$ cat config.mk
export PLATFORM = sky130hd
export DESIGN_NAME = fetch_stage
export DESIGN_NICKNAME = d
export VERILOG_FILES = /design/src/rtl/fetch_stage.sv
export SDC_FILE = /design/constraint.sdc
export NUM_CORES = 1
export LEC_CHECK = 0
export BUFFER_PORTS_ARGS = -buffer_cell sky130_fd_sc_hd__buf_4
export CAP_MARGIN = 20
export CORE_ASPECT_RATIO = 0.6
export CORE_MARGIN = 8
export CORE_UTILIZATION = 39
export CTS_CLUSTER_DIAMETER = 200
export DETAILED_ROUTE_END_ITERATION = 8
export PLACE_DENSITY = 0.65
export SLEW_MARGIN = 20
export SYNTH_ARGS = -nofsm -noshare
export SYNTH_HDL_FRONTEND = slang
export SYNTH_SLANG_ARGS = --single-unit
$ cat constraint.sdc
create_clock -name clk -period 3 [get_ports clk]
set_input_delay 0.45 -clock clk [delete_from_list [all_inputs] [get_ports clk]]
set_output_delay 0.45 -clock clk [all_outputs]
set_load 0.01 [all_outputs]
$ cat src/rtl/fetch_stage.sv
// fetch_stage
//   Instruction-fetch stage of the vector ASIP. Owns the PC, presents it to the
//   combinational instruction ROM and captures the returned word into the IF/ID
//   pipeline register. Handles stall, flush, branch redirect, halt-word detection
//   and an out-of-range / misaligned fetch fault.
//
// Ports
//   clk            in   1   rising-edge clock
//   rst            in   1   synchronous active-high reset
//   PC             out  32  fetch address to instruction_memory
//   instruction    in   32  ROM word at PC (same cycle)
//   stall_f        in   1   hold PC and IF/ID
//   flush_d        in   1   turn IF/ID into a bubble
//   branch_taken   in   1   redirect request from execute
//   branch_target  in   32  redirect address
//   instr_d        out  32  IF/ID instruction (0 when invalid)
//   pc_d           out  32  IF/ID PC of instr_d
//   pc_plus4_d     out  32  IF/ID pc_d + 4
//   valid_d        out  1   IF/ID holds a real instruction
//   halted         out  1   stage is in HALT
//   fault          out  1   stage is in FAULT
module fetch_stage #(
  parameter logic [31:0] RESET_PC   = 32'h0,
  parameter int          IMEM_WORDS = 1024,
  parameter logic [31:0] HALT_INSTR = 32'hFFFF_FFFF
) (
  input  logic        clk,
  input  logic        rst,
  output logic [31:0] PC,
  input  logic [31:0] instruction,
  input  logic        stall_f,
  input  logic        flush_d,
  input  logic        branch_taken,
  input  logic [31:0] branch_target,
  output logic [31:0] instr_d,
  output logic [31:0] pc_d,
  output logic [31:0] pc_plus4_d,
  output logic        valid_d,
  output logic        halted,
  output logic        fault
);

  typedef enum logic [1:0] {
    RUN,
    HALT,
    FAULT
  } state_t;

  localparam logic [31:0] PC_LIMIT = 32'(4 * IMEM_WORDS);

  state_t      state;
  state_t      state_next;
  logic [31:0] pc_next;
  logic [31:0] pc_plus4;
  logic        is_halt_word;
  logic        load_word;

  function automatic logic is_legal(input logic [31:0] addr);
    return (addr[1:0] == 2'b00) && (addr < PC_LIMIT);
  endfunction

  // PC+4 is a plain modulo-2^32 add; a wrap past the ROM end is caught by
  // the range check rather than being allowed to roll over to address 0.
  assign pc_plus4     = PC + 32'd4;
  assign is_halt_word = (instruction == HALT_INSTR);

  // A fetched word only enters IF/ID while running and when it is not the
  // halt word; every other non-stalled cycle loads a bubble.
  assign load_word = (state == RUN) && !is_halt_word;

  // Next PC / next state. FAULT is sticky and ignores redirects. A redirect
  // beats the halt word fetched in the same cycle because that fetch was on
  // the wrong path, and a redirect out of HALT resumes fetching.
  always_comb begin
    state_next = state;
    pc_next    = PC;
    if (state == FAULT) begin
      state_next = FAULT;
    end else if (branch_taken) begin
      if (is_legal(branch_target)) begin
        pc_next    = branch_target;
        state_next = RUN;
      end else begin
        state_next = FAULT;
      end
    end else if (stall_f || (state != RUN)) begin
      state_next = state;
    end else if (is_halt_word) begin
      state_next = HALT;
    end else if (is_legal(pc_plus4)) begin
      pc_next = pc_plus4;
    end else begin
      state_next = FAULT;
    end
  end

  // State, PC and IF/ID registers. A bubble clears valid/instr but keeps the
  // old pc_d/pc_plus4_d so downstream debug still sees the last address.
  always_ff @(posedge clk) begin
    if (rst) begin
      state      <= RUN;
      PC         <= RESET_PC;
      instr_d    <= 32'h0;
      pc_d       <= 32'h0;
      pc_plus4_d <= 32'h0;
      valid_d    <= 1'b0;
    end else begin
      state <= state_next;
      PC    <= pc_next;
      if (flush_d || branch_taken) begin
        instr_d <= 32'h0;
        valid_d <= 1'b0;
      end else if (!stall_f) begin
        if (load_word) begin
          instr_d    <= instruction;
          pc_d       <= PC;
          pc_plus4_d <= pc_plus4;
          valid_d    <= 1'b1;
        end else begin
          instr_d <= 32'h0;
          valid_d <= 1'b0;
        end
      end
    end
  end

  assign halted = (state == HALT);
  assign fault  = (state == FAULT);

endmodule

# Word level (Yosys, flattened, before mapping)
# Cells that the tools add are included.
# word_totals
input_bits	69
output_inout_bits	131
elab_cells	52
ff_bits	131
# op_classes
eq_ne	9
addsub	1
bitwise	3
order_cmp	2
n_reduce_logical	17
mux	13
# ops
cell	count
2-to-1 mux 32 bit	6
less-than comparator 32 x 13 -> 1 bit (second input constant)	2
adder 32 x 3 -> 32 bit (second input constant)	1
== test 32 bit (second input constant)	1
2-to-1 mux 2 bit	6
logical NOT 2 bit	3
!= test 3 bit (second input constant)	2
AND reduction 5 bit	1
!= test 2 bit (second input constant)	2
!= test 4 bit (second input constant)	1
AND reduction 2 bit	2
nonzero test 2 bit	2
OR reduction 2 bit	2
logical AND 1 bit	3
NOT 1 bit	3
AND reduction 3 bit	1
== test 2 x 1 -> 1 bit (second input constant)	1
== test 2 bit (second input constant)	1
logical OR 1 bit	2
!= test 2 x 1 -> 1 bit (second input constant)	1
logical NOT 1 bit	1
2-to-1 mux 1 bit	1

# Logic depth before layout (Yosys ltp)
# Gate-level depths: netlist of run 1.
# logic_depth
depth_word	8
ltp_mapped	11
mapped_depth_nobuf	9

# Worst setup path after synthesis of run 1
# OpenSTA, ideal clock, no wires.
# synth_path
path_kind	reg2reg
startpoint	reg PC[2]
endpoint	reg PC[10]
arrival_time_ns	2.770
stages_incl_launch_ff	11
required_time_ns	2.883
setup_ns	0.117
period_less_slack_ns	2.887
path_slack_ns	0.113
path_cell_list	dfxtp_1 > ha_1 > and3_2 > nand2_2 > buf_6 > a2111oi_1 > o211ai_1 > nor4_4 > a41oi_4 > a211o_1 > a32o_1
# synth_between
elab_chain_len	5
elab_cells_between_ends	9
cone_classes	1 x add/sub; 1 x order compare; 4 x mux; 3 x reduce/logical
# synth_lines
element	line	rtl
from (decl)	29	output logic [31:0] PC,
from (signal assigned)	109	PC <= pc_next;
adder 32 x 3 -> 32 bit (*)	64	assign pc_plus4 = PC + 32'd4;
less-than comparator 32 x 13 -> 1 bit / 2-to-1 mux 32 bit (equally long branches)	59, 90	
logical AND 1 bit / 2-to-1 mux 32 bit (equally long branches)	59, 88	
nonzero test 2 bit (no source line) / 2-to-1 mux 32 bit (equally long branches)	--	
AND reduction 5 bit (no source line) / 2-to-1 mux 32 bit (equally long branches)	--	
# Mark *: on every way between the ends. The rest lies on a longest branch, timed or not. The select of a mux whose other input is x is not followed.
# A chain may end at the register's enable or synchronous reset.

# Final worst setup path of run 1
# layout_path
startpoint	reg PC[3]
endpoint	reg PC[10]
# Same word-level chain as after synthesis.

==> parameters.txt, run 1 <==
Parameter                              Value

Setup path
  Top fanout value on the critical path ... 6
  Kind of launch point of the worst setup path ... flop
  Worst setup path startpoint ... PC[3]
  Worst Reg-to-Reg Cells ... 9
  Nature of the critical path endpoint ... flop
  Worst reg2reg endpoint ... PC[10]
  CP Data Arrival Time ... 3.13 ns
  Register-to-Register Setup Slack ... 0.17 ns
  CP Data Required Time ... 3.30 ns
  Crit path kind ... flop to flop
  RR Startpoint ... PC[3]

Synth
  Most common cell in the netlist ... sky130_fd_sc_hd__dfxtp_1
  Yosys warns ... 0
  Area share of the leading cell type in the synthesized netlist ... 0.452
  Net Count, Synth ... 739
  Number of instances in the synthesized netlist ... between 600 and 700
  Number of library cell types mapped by synthesis ... 60
  Post-synth EDFFs ... 0
  Avg Cell Area, Syn ... 8.54 sq um
  Share of async-settable or async-resettable flops after synthesis ... 0
  Register bit total from synthesis ... 129
  Dominant synthesized flop cell ... sky130_fd_sc_hd__dfxtp_1
  Post-synth design cell area ... 0.00571 sq mm
  Cell type contributing the most total cell area after synthesis ... sky130_fd_sc_hd__dfxtp_1
  Sequential fraction of the synthesis area ... 0.452
  Commonest cells post-synth ... 129 x sky130_fd_sc_hd__dfxtp_1, 91 x sky130_fd_sc_hd__nand2_1, 82 x sky130_fd_sc_hd__nor2_1
  Ranking of synthesized cells by area ... sky130_fd_sc_hd__dfxtp_1 45%, sky130_fd_sc_hd__nand2_1 6.0%, sky130_fd_sc_hd__nor2_1 5.4%, sky130_fd_sc_hd__a22oi_1 4.3%, sky130_fd_sc_hd__a21oi_1 4.0%

Clock tree
  Total number of H-tree levels ... 4
  Clock latency of the later-clocked register in the worst-skew pair ... 0.41 ns
  Clock-pin slew on the worst setup and hold paths ... 0.06 ns
  Root Buffer ... sky130_fd_sc_hd__clkbuf_16
  CTS tree ... done
  Number of clock sinks seen by CTS ... 129
  Maximum root-to-sink buffer count ... 2
  Count of hold buffers inserted by post-cts repair ... 0
  Number of buffers created by CTS ... 17

Floorplanning
  Starting density of the core ... 0.396
  IO Count ... 200
  Number of placement rows ... 34
  Die outline height ... 110 um
  Area of the core ... 0.0144 sq mm
  Die X-Extent ... 172 um
  Floorplan die area ... about 0.019 sq mm

Worst hold path
  Hold/Removal Path Class ... input pin to flop
  Destination of the worst hold path ... instr_d[5]
  Hold Crit Start ... instruction[5]
  Worst Hold Depth ... 3

Cells and area
  Number of fillers in the final layout ... ~1300
  Share of layout cells above drive strength 1 ... 0.338
  N_diodes ... 0
  Final design area excluding fillers ... approximately 0.008 sq mm
  Layout net count ... approximately 940
  Synth-to-Final Area Change ... 42.2%

Place
  Number of port buffers ... approximately 200
  Area after DPL ... between 0.007 and 0.008 sq mm
  Final RePlAce weighted congestion ... 0.875
  Post-placement worst setup slack ... 0.123 ns
  DPL Wire Length ... 14500 um

Global routing
  Largest net degree at the start of global routing ... 62
  Initial antenna violation count ... 0
  Number of global-route vias before repair ... 5575
  Global-route congestion overflow total ... 0
  Overall Global Routing Usage ... 0.202
  First-pass GRT wire length ... 30000 um

Detailed routing
  DR pass1 iterations ... 5
  Total number of vias ... about 5700
  Routed wirelength normalized by instance count ... 18.0 um
  Detailed-route wire length ... 19400 um
  Number of DRC violations after detailed-routing iteration 0 ... 405
  DRC Markers ... 0
  Via density per instance ... 5.28
  Post-route antenna net violation count ... 0

STA
  Period utilization ... 0.945
  Worst clock skew on the final layout ... 0.0103 ns
  Number of pins with negative max-slew slack in the final report ... 0
  Final hold viol count ... 0
  Hold slack ... 0.279 ns
  Slew at the pin closest to its max-slew limit ... around 0.93 ns
  Final critical-path required period ... 2.83 ns
  Max Clk Rate ... 353 MHz
  Final setup violating endpoints ... 0
  Fin worst setup slack ... 0.166 ns
  Worst rel slew slack ... 0.377

Outcome
  Run status ... complete, no violations

Power
  Worst IR Drop VDD ... ~0.33 mV
  Power density cells ... 536 mW/mm^2
  Leakage power ... 3.30 nW

Run
  Max Cap Violations ... 0
==> layout by cell type, fill, tap and decap left out, types with 4 or more instances in the layout <==
cell	netlist	layout
sky130_fd_sc_hd__xnor2_1	17	17
sky130_fd_sc_hd__a211oi_1	28	28
sky130_fd_sc_hd__clkbuf_16	0	17
sky130_fd_sc_hd__nor4_1	8	6
sky130_fd_sc_hd__buf_4	17	242
sky130_fd_sc_hd__o2bb2ai_1	4	4
sky130_fd_sc_hd__and3_1	6	6
sky130_fd_sc_hd__nand4_1	18	18
sky130_fd_sc_hd__bufinv_16	0	4
sky130_fd_sc_hd__inv_1	6	6
sky130_fd_sc_hd__nor2_1	82	82
sky130_fd_sc_hd__nand3_1	18	18
sky130_fd_sc_hd__o21ai_0	7	7
sky130_fd_sc_hd__a22oi_1	33	33
sky130_fd_sc_hd__nand2_1	91	90
sky130_fd_sc_hd__a21oi_1	46	46
sky130_fd_sc_hd__xor2_1	13	13
sky130_fd_sc_hd__dfxtp_1	129	129
sky130_fd_sc_hd__nor3_1	21	21
sky130_fd_sc_hd__and2_1	5	4
sky130_fd_sc_hd__nor3b_1	18	18
==> layer usage <==
layer / global-route usage / vias to the layer above / part of all wire / wire length, um
met3: 0.0617 / 18 / 0.089 / 1730
met1: 0.265 / 2687 / 0.46 / 8930
met2: 0.315 / 217 / 0.44 / 8560
met5: 0 / - / 0 / 0
li1: - / 2760 / - / -
met4: 0.0649 / 0 / 0.011 / 214
==> final cells by class <==
type,instances,area [sq um],area share
timing repair buffer,245,1880,0.231
clock buffer,20,447,0.0550
clock inverter,12,183,0.0225
sequential,129,2580,0.318
inverter,6,22.5,0.00277
multi-input combinational,467,2770,0.340
tap,198,248,0.0305
==> through the flow <==
| step | instances | util | setup TNS (ns) | power [mW] |
|---|---|---|---|---|
| 4_1_cts | 1074 | 0.561 | 0 | 4.39 |
| 3_5_place_dp | 1042 | 0.517 | 0 | 2.19 |
| 5_1_grt | 1077 | 0.563 | -0.0916 | 4.51 |
| 2_1_floorplan | 669 | - | 0 | 1.99 |
| 3_3_place_gp | 1042 | 0.517 | 0 | 2.18 |
| 6_report | 1077 | 0.563 | 0 | 4.36 |
==> cell families (layout without fill, tap and decap cells) <==
family / Yosys count / in the layout / synth area share
AO/OA/AOI/OAI: 142 / 142 / 0.173
XOR/XNOR: 30 / 30 / 0.0460
adder cells (fa/ha/maj): 1 / 1 / 0.00219
buffers and inverters: 73 / 283 / 0.0679
flip-flops: 129 / 129 / 0.452
multiplexers: 3 / 3 / 0.00526
AND/OR/NAND/NOR: 291 / 291 / 0.253
==> sequential cells by signal, summed over array words and instances (netlist names) <==
register	flops
pc_plus4_d	30
instr_d	32
valid_d	1
state	2
PC	32
pc_d	32
==> how the worst max path moves through the flow <==
stage	end
after global routing	PC[16]
after CTS	PC[10]
after global placement	PC[9]
final	PC[10]
after floorplan	PC[10]
after detailed placement	PC[10]
==> critical path, stage by stage, from the launching register on <==
cell and delay [ns]:
sky130_fd_sc_hd__dfxtp_1 0.40, sky130_fd_sc_hd__ha_1 0.23, sky130_fd_sc_hd__nand3_1 0.22, sky130_fd_sc_hd__nor4_2 0.39, sky130_fd_sc_hd__xor2_1 0.16, sky130_fd_sc_hd__nor3_1 0.22
sky130_fd_sc_hd__and4_2 0.31, sky130_fd_sc_hd__a41oi_4 0.21, sky130_fd_sc_hd__a211o_1 0.32, sky130_fd_sc_hd__a32o_1 0.25
==> power breakdown <==
group	total, mW	internal, mW	switching (mW)	leakage, nW
logic	0.385	0.175	0.210	1.95
registers	1.77	1.75	0.0259	1.04
clock network	2.20	1.42	0.780	0.297
==> what timing repair did <==
action | 4_1_cts | 5_1_grt
hold endpoints to repair | 0 | 0
buffers inserted | 0 | 3
endpoints found under the setup margin | 0 | 26
gates resized for setup | 0 | 3
Note: power is estimated with default switching activity, not from simulation.
==> inputs of run 2 (changes only) <==
--- a/config.mk
+++ b/config.mk
@@ -8,7 +8,6 @@
 export BUFFER_PORTS_ARGS = -buffer_cell sky130_fd_sc_hd__buf_4
 export CAP_MARGIN = 20
 export CORE_ASPECT_RATIO = 0.6
-export CORE_MARGIN = 8
 export CORE_UTILIZATION = 39
 export CTS_CLUSTER_DIAMETER = 200
 export DETAILED_ROUTE_END_ITERATION = 8
==> run 2 against run 1 <==
Combinational power down 1%. Non-clock buffer count shrank 1. Cell area is 0.34% lower. Setup slack improved by 0.033 ns. Core utilization grew 1.7 points.
==> parameters.txt, run 2 (synthesis results as in run 1) <==
Parameter                              Value

Floorplanning
  Floorplan die area ... 0.0152 sq mm (-20%)
  Number of placement rows ... 33 (-2.9%)
  Starting density of the core ... 0.409 (+0.0132)
  IO Count ... 200 (unchanged)
  Die outline height ... 95.8 um (-13%)
  Die X-Extent ... 158 um (-8.1%)
  Area of the core ... 0.0140 sq mm (-3.2%)

Global routing
  First-pass GRT wire length ... 27400 um (-8.8%)
  Initial antenna violation count ... 0 (unchanged)
  Overall Global Routing Usage ... 0.235 (+0.0329)
  Largest net degree at the start of global routing ... 57 (-8.1%)
  Number of global-route vias before repair ... 5287 (-5.2%)
  Global-route congestion overflow total ... 0 (unchanged)

Detailed routing
  Total number of vias ... 5719 (+0.65%)
  DRC Markers ... 0 (unchanged)
  Via density per instance ... 5.34 (+1.3%)
  Routed wirelength normalized by instance count ... 16.6 um (-7.7%)
  Post-route antenna net violation count ... 0 (unchanged)
  DR pass1 iterations ... 5 (unchanged)
  Number of DRC violations after detailed-routing iteration 0 ... 445 (+9.9%)
  Detailed-route wire length ... 17800 um (-8.3%)

Clock tree
  Clock latency of the later-clocked register in the worst-skew pair ... 0.41 ns (about the same)
  Total number of H-tree levels ... 4 (unchanged)
  Number of buffers created by CTS ... 17 (unchanged)
  Number of clock sinks seen by CTS ... 129 (unchanged)
  Maximum root-to-sink buffer count ... 2 (unchanged)
  Clock-pin slew on the worst setup and hold paths ... 0.06 ns (about the same)
  Root Buffer ... sky130_fd_sc_hd__clkbuf_16
  CTS tree ... done
  Count of hold buffers inserted by post-cts repair ... 0 (unchanged)

STA
  Slew at the pin closest to its max-slew limit ... 0.583 ns (-0.350 ns)
  Final setup violating endpoints ... 0 (unchanged)
  Worst rel slew slack ... 0.611 (+0.234)
  Final critical-path required period ... 2.80 ns (-0.0334 ns)
  Period utilization ... 0.933 (-0.0111)
  Max Clk Rate ... 357 MHz (+1.2%)
  Number of pins with negative max-slew slack in the final report ... 0 (unchanged)
  Final hold viol count ... 0 (unchanged)
  Fin worst setup slack ... 0.200 ns (+0.0334 ns)
  Worst clock skew on the final layout ... 0.0103 ns (+0.0000271 ns)

Cells and area
  Synth-to-Final Area Change ... 41.7%
  Top library cells by usage in the layout, fill and taps aside ... 242 x sky130_fd_sc_hd__buf_4, 129 x sky130_fd_sc_hd__dfxtp_1, 91 x sky130_fd_sc_hd__nand2_1
  Number of fillers in the final layout ... 1280 (-2.1%)
  Share of layout cells above drive strength 1 ... 0.336 (-0.00189)
  Leading cell type in the layout, fill and taps excluded ... sky130_fd_sc_hd__buf_4
  N_diodes ... 0 (unchanged)
  Sequential cell area ... 0.00258 sq mm (unchanged)
  Biggest registers after layout ... PC (32), instr_d (32), pc_d (32)
  Multi-input gate area in the final layout ... 0.00277 sq mm (+0.14%)
  Layout net count ... 935 (-0.11%)
  Number of cells in the finished layout apart from fillers ... 1070 (-0.65%)
  Final design area excluding fillers ... 0.00810 sq mm (-0.34%)

Setup path
  CP Data Required Time ... 3.27 ns (-0.03 ns)
  Worst setup path startpoint ... PC[3]
  Crit path kind ... flop to flop
  Worst reg2reg endpoint ... PC[16]
  Nature of the critical path endpoint ... flop
  Capturing instance or port of the critical path ... PC[16]
  Worst Reg-to-Reg Cells ... 10 (+1)
  Register-to-Register Setup Slack ... 0.20 ns (+0.03 ns)
  RR Startpoint ... PC[3]
  Kind of launch point of the worst setup path ... flop
  Top fanout value on the critical path ... 21 (+15)
  CP Data Arrival Time ... 3.07 ns (-0.06 ns)

Place
  Final RePlAce weighted congestion ... 0.943 (+7.8%)
  Area after DPL ... 0.00743 sq mm (-0.40%)
  Post-placement worst setup slack ... 0.123 ns (-0.000421 ns)
  Number of instances in the placed design ... 1035 (-0.67%)
  Number of port buffers ... 199 (unchanged)
  DPL Wire Length ... 12900 um (-11%)

Worst hold path
  Hold/Removal Path Class ... input pin to flop

Power
  Leakage power ... 3.30 nW (+0.28%)
  Worst IR Drop VDD ... 0.325 mV (-2.3%)
  Power density cells ... 535 mW/mm^2 (-0.25%)

Run
  Max Cap Violations ... 0 (unchanged)

Outcome
  Run status ... complete, no violations
run 2: cell count changes in the layout (fill, tap and decap cells not counted), moves of 2 or more:
cell | before | now
sky130_fd_sc_hd__clkbuf_8 | 1 | 5
sky130_fd_sc_hd__clkinv_4 | 3 | 0
sky130_fd_sc_hd__clkinv_2 | 1 | 3
sky130_fd_sc_hd__nor4_2 | 3 | 1
run 2: what timing repair did:
item                                    in CTS  in global routing
setup buffers                                0                  3
endpoints found under the setup margin       0                 24
resized for setup                            0                  4
run 2: how the worst min path moves through the flow:
| stage | from | end | cells after the start |
|---|---|---|---|
| 6_report | instruction[12] | instr_d[12] | 3 |
| 5_1_grt | instruction[10] | instr_d[10] | 3 |
| 4_1_cts | instruction[12] | instr_d[12] | 3 |
| 3_5_place_dp | pc_d[13] | pc_d[13] | 2 |
| 3_3_place_gp | pc_d[26] | pc_d[26] | 2 |
| 2_1_floorplan | PC[1] | pc_d[1] | 2 |
run 2: report_power, final:
| group | leakage, nW | internal, mW | switching, mW | total [mW] |
|---|---|---|---|---|
| clock network | 0.301 | 1.41 | 0.764 | 2.18 |
| logic | 1.96 | 0.174 | 0.206 | 0.380 |
| registers | 1.04 | 1.75 | 0.0246 | 1.77 |
| total | 3.30 | 3.34 | 0.995 | 4.33 |
run 2: per-stage QoR:
| step | utilization | setup TNS [ns] | hold WS [ns] | power (mW) |
|---|---|---|---|---|
| floorplan | - | 0 | 0.454 | 1.99 |
| global placement | 0.532 | 0 | 0.445 | 2.17 |
| detailed placement | 0.532 | 0 | 0.450 | 2.18 |
| CTS | 0.577 | 0 | 0.269 | 4.36 |
| global route | 0.580 | -0.827 | 0.278 | 4.48 |
| finish | 0.580 | 0 | 0.279 | 4.33 |
run 2: per-layer routing:
layer  share of wire  wire (um)  GRT usage  up-vias
li1                -          -          -     2752
met1            0.46       8240      0.311     2711
met2            0.44       7880      0.367      231
met3           0.081       1440     0.0725       25
met4           0.014        246     0.0729        0
met5               0          0          0        -
run 2: layout make-up:
class	instances	share of cell area
inverters	6	0.00278
clock buffers	23	0.0615
multi-input cells	467	0.342
repair buffers	244	0.229
flip-flops and latches	129	0.319
well taps	192	0.0297
clock inverters	9	0.0158
run 2: critical path: stages (launching register included):
cell and delay, ns:
sky130_fd_sc_hd__dfxtp_1 0.39, sky130_fd_sc_hd__ha_1 0.22, sky130_fd_sc_hd__nand3_1 0.19, sky130_fd_sc_hd__nor4_2 0.37
sky130_fd_sc_hd__xor2_1 0.14, sky130_fd_sc_hd__nor3_1 0.23, sky130_fd_sc_hd__and4_1 0.34, sky130_fd_sc_hd__a41oi_4 0.23
sky130_fd_sc_hd__nor2_4 0.26, sky130_fd_sc_hd__buf_12 0.20, sky130_fd_sc_hd__nor3b_1 0.08
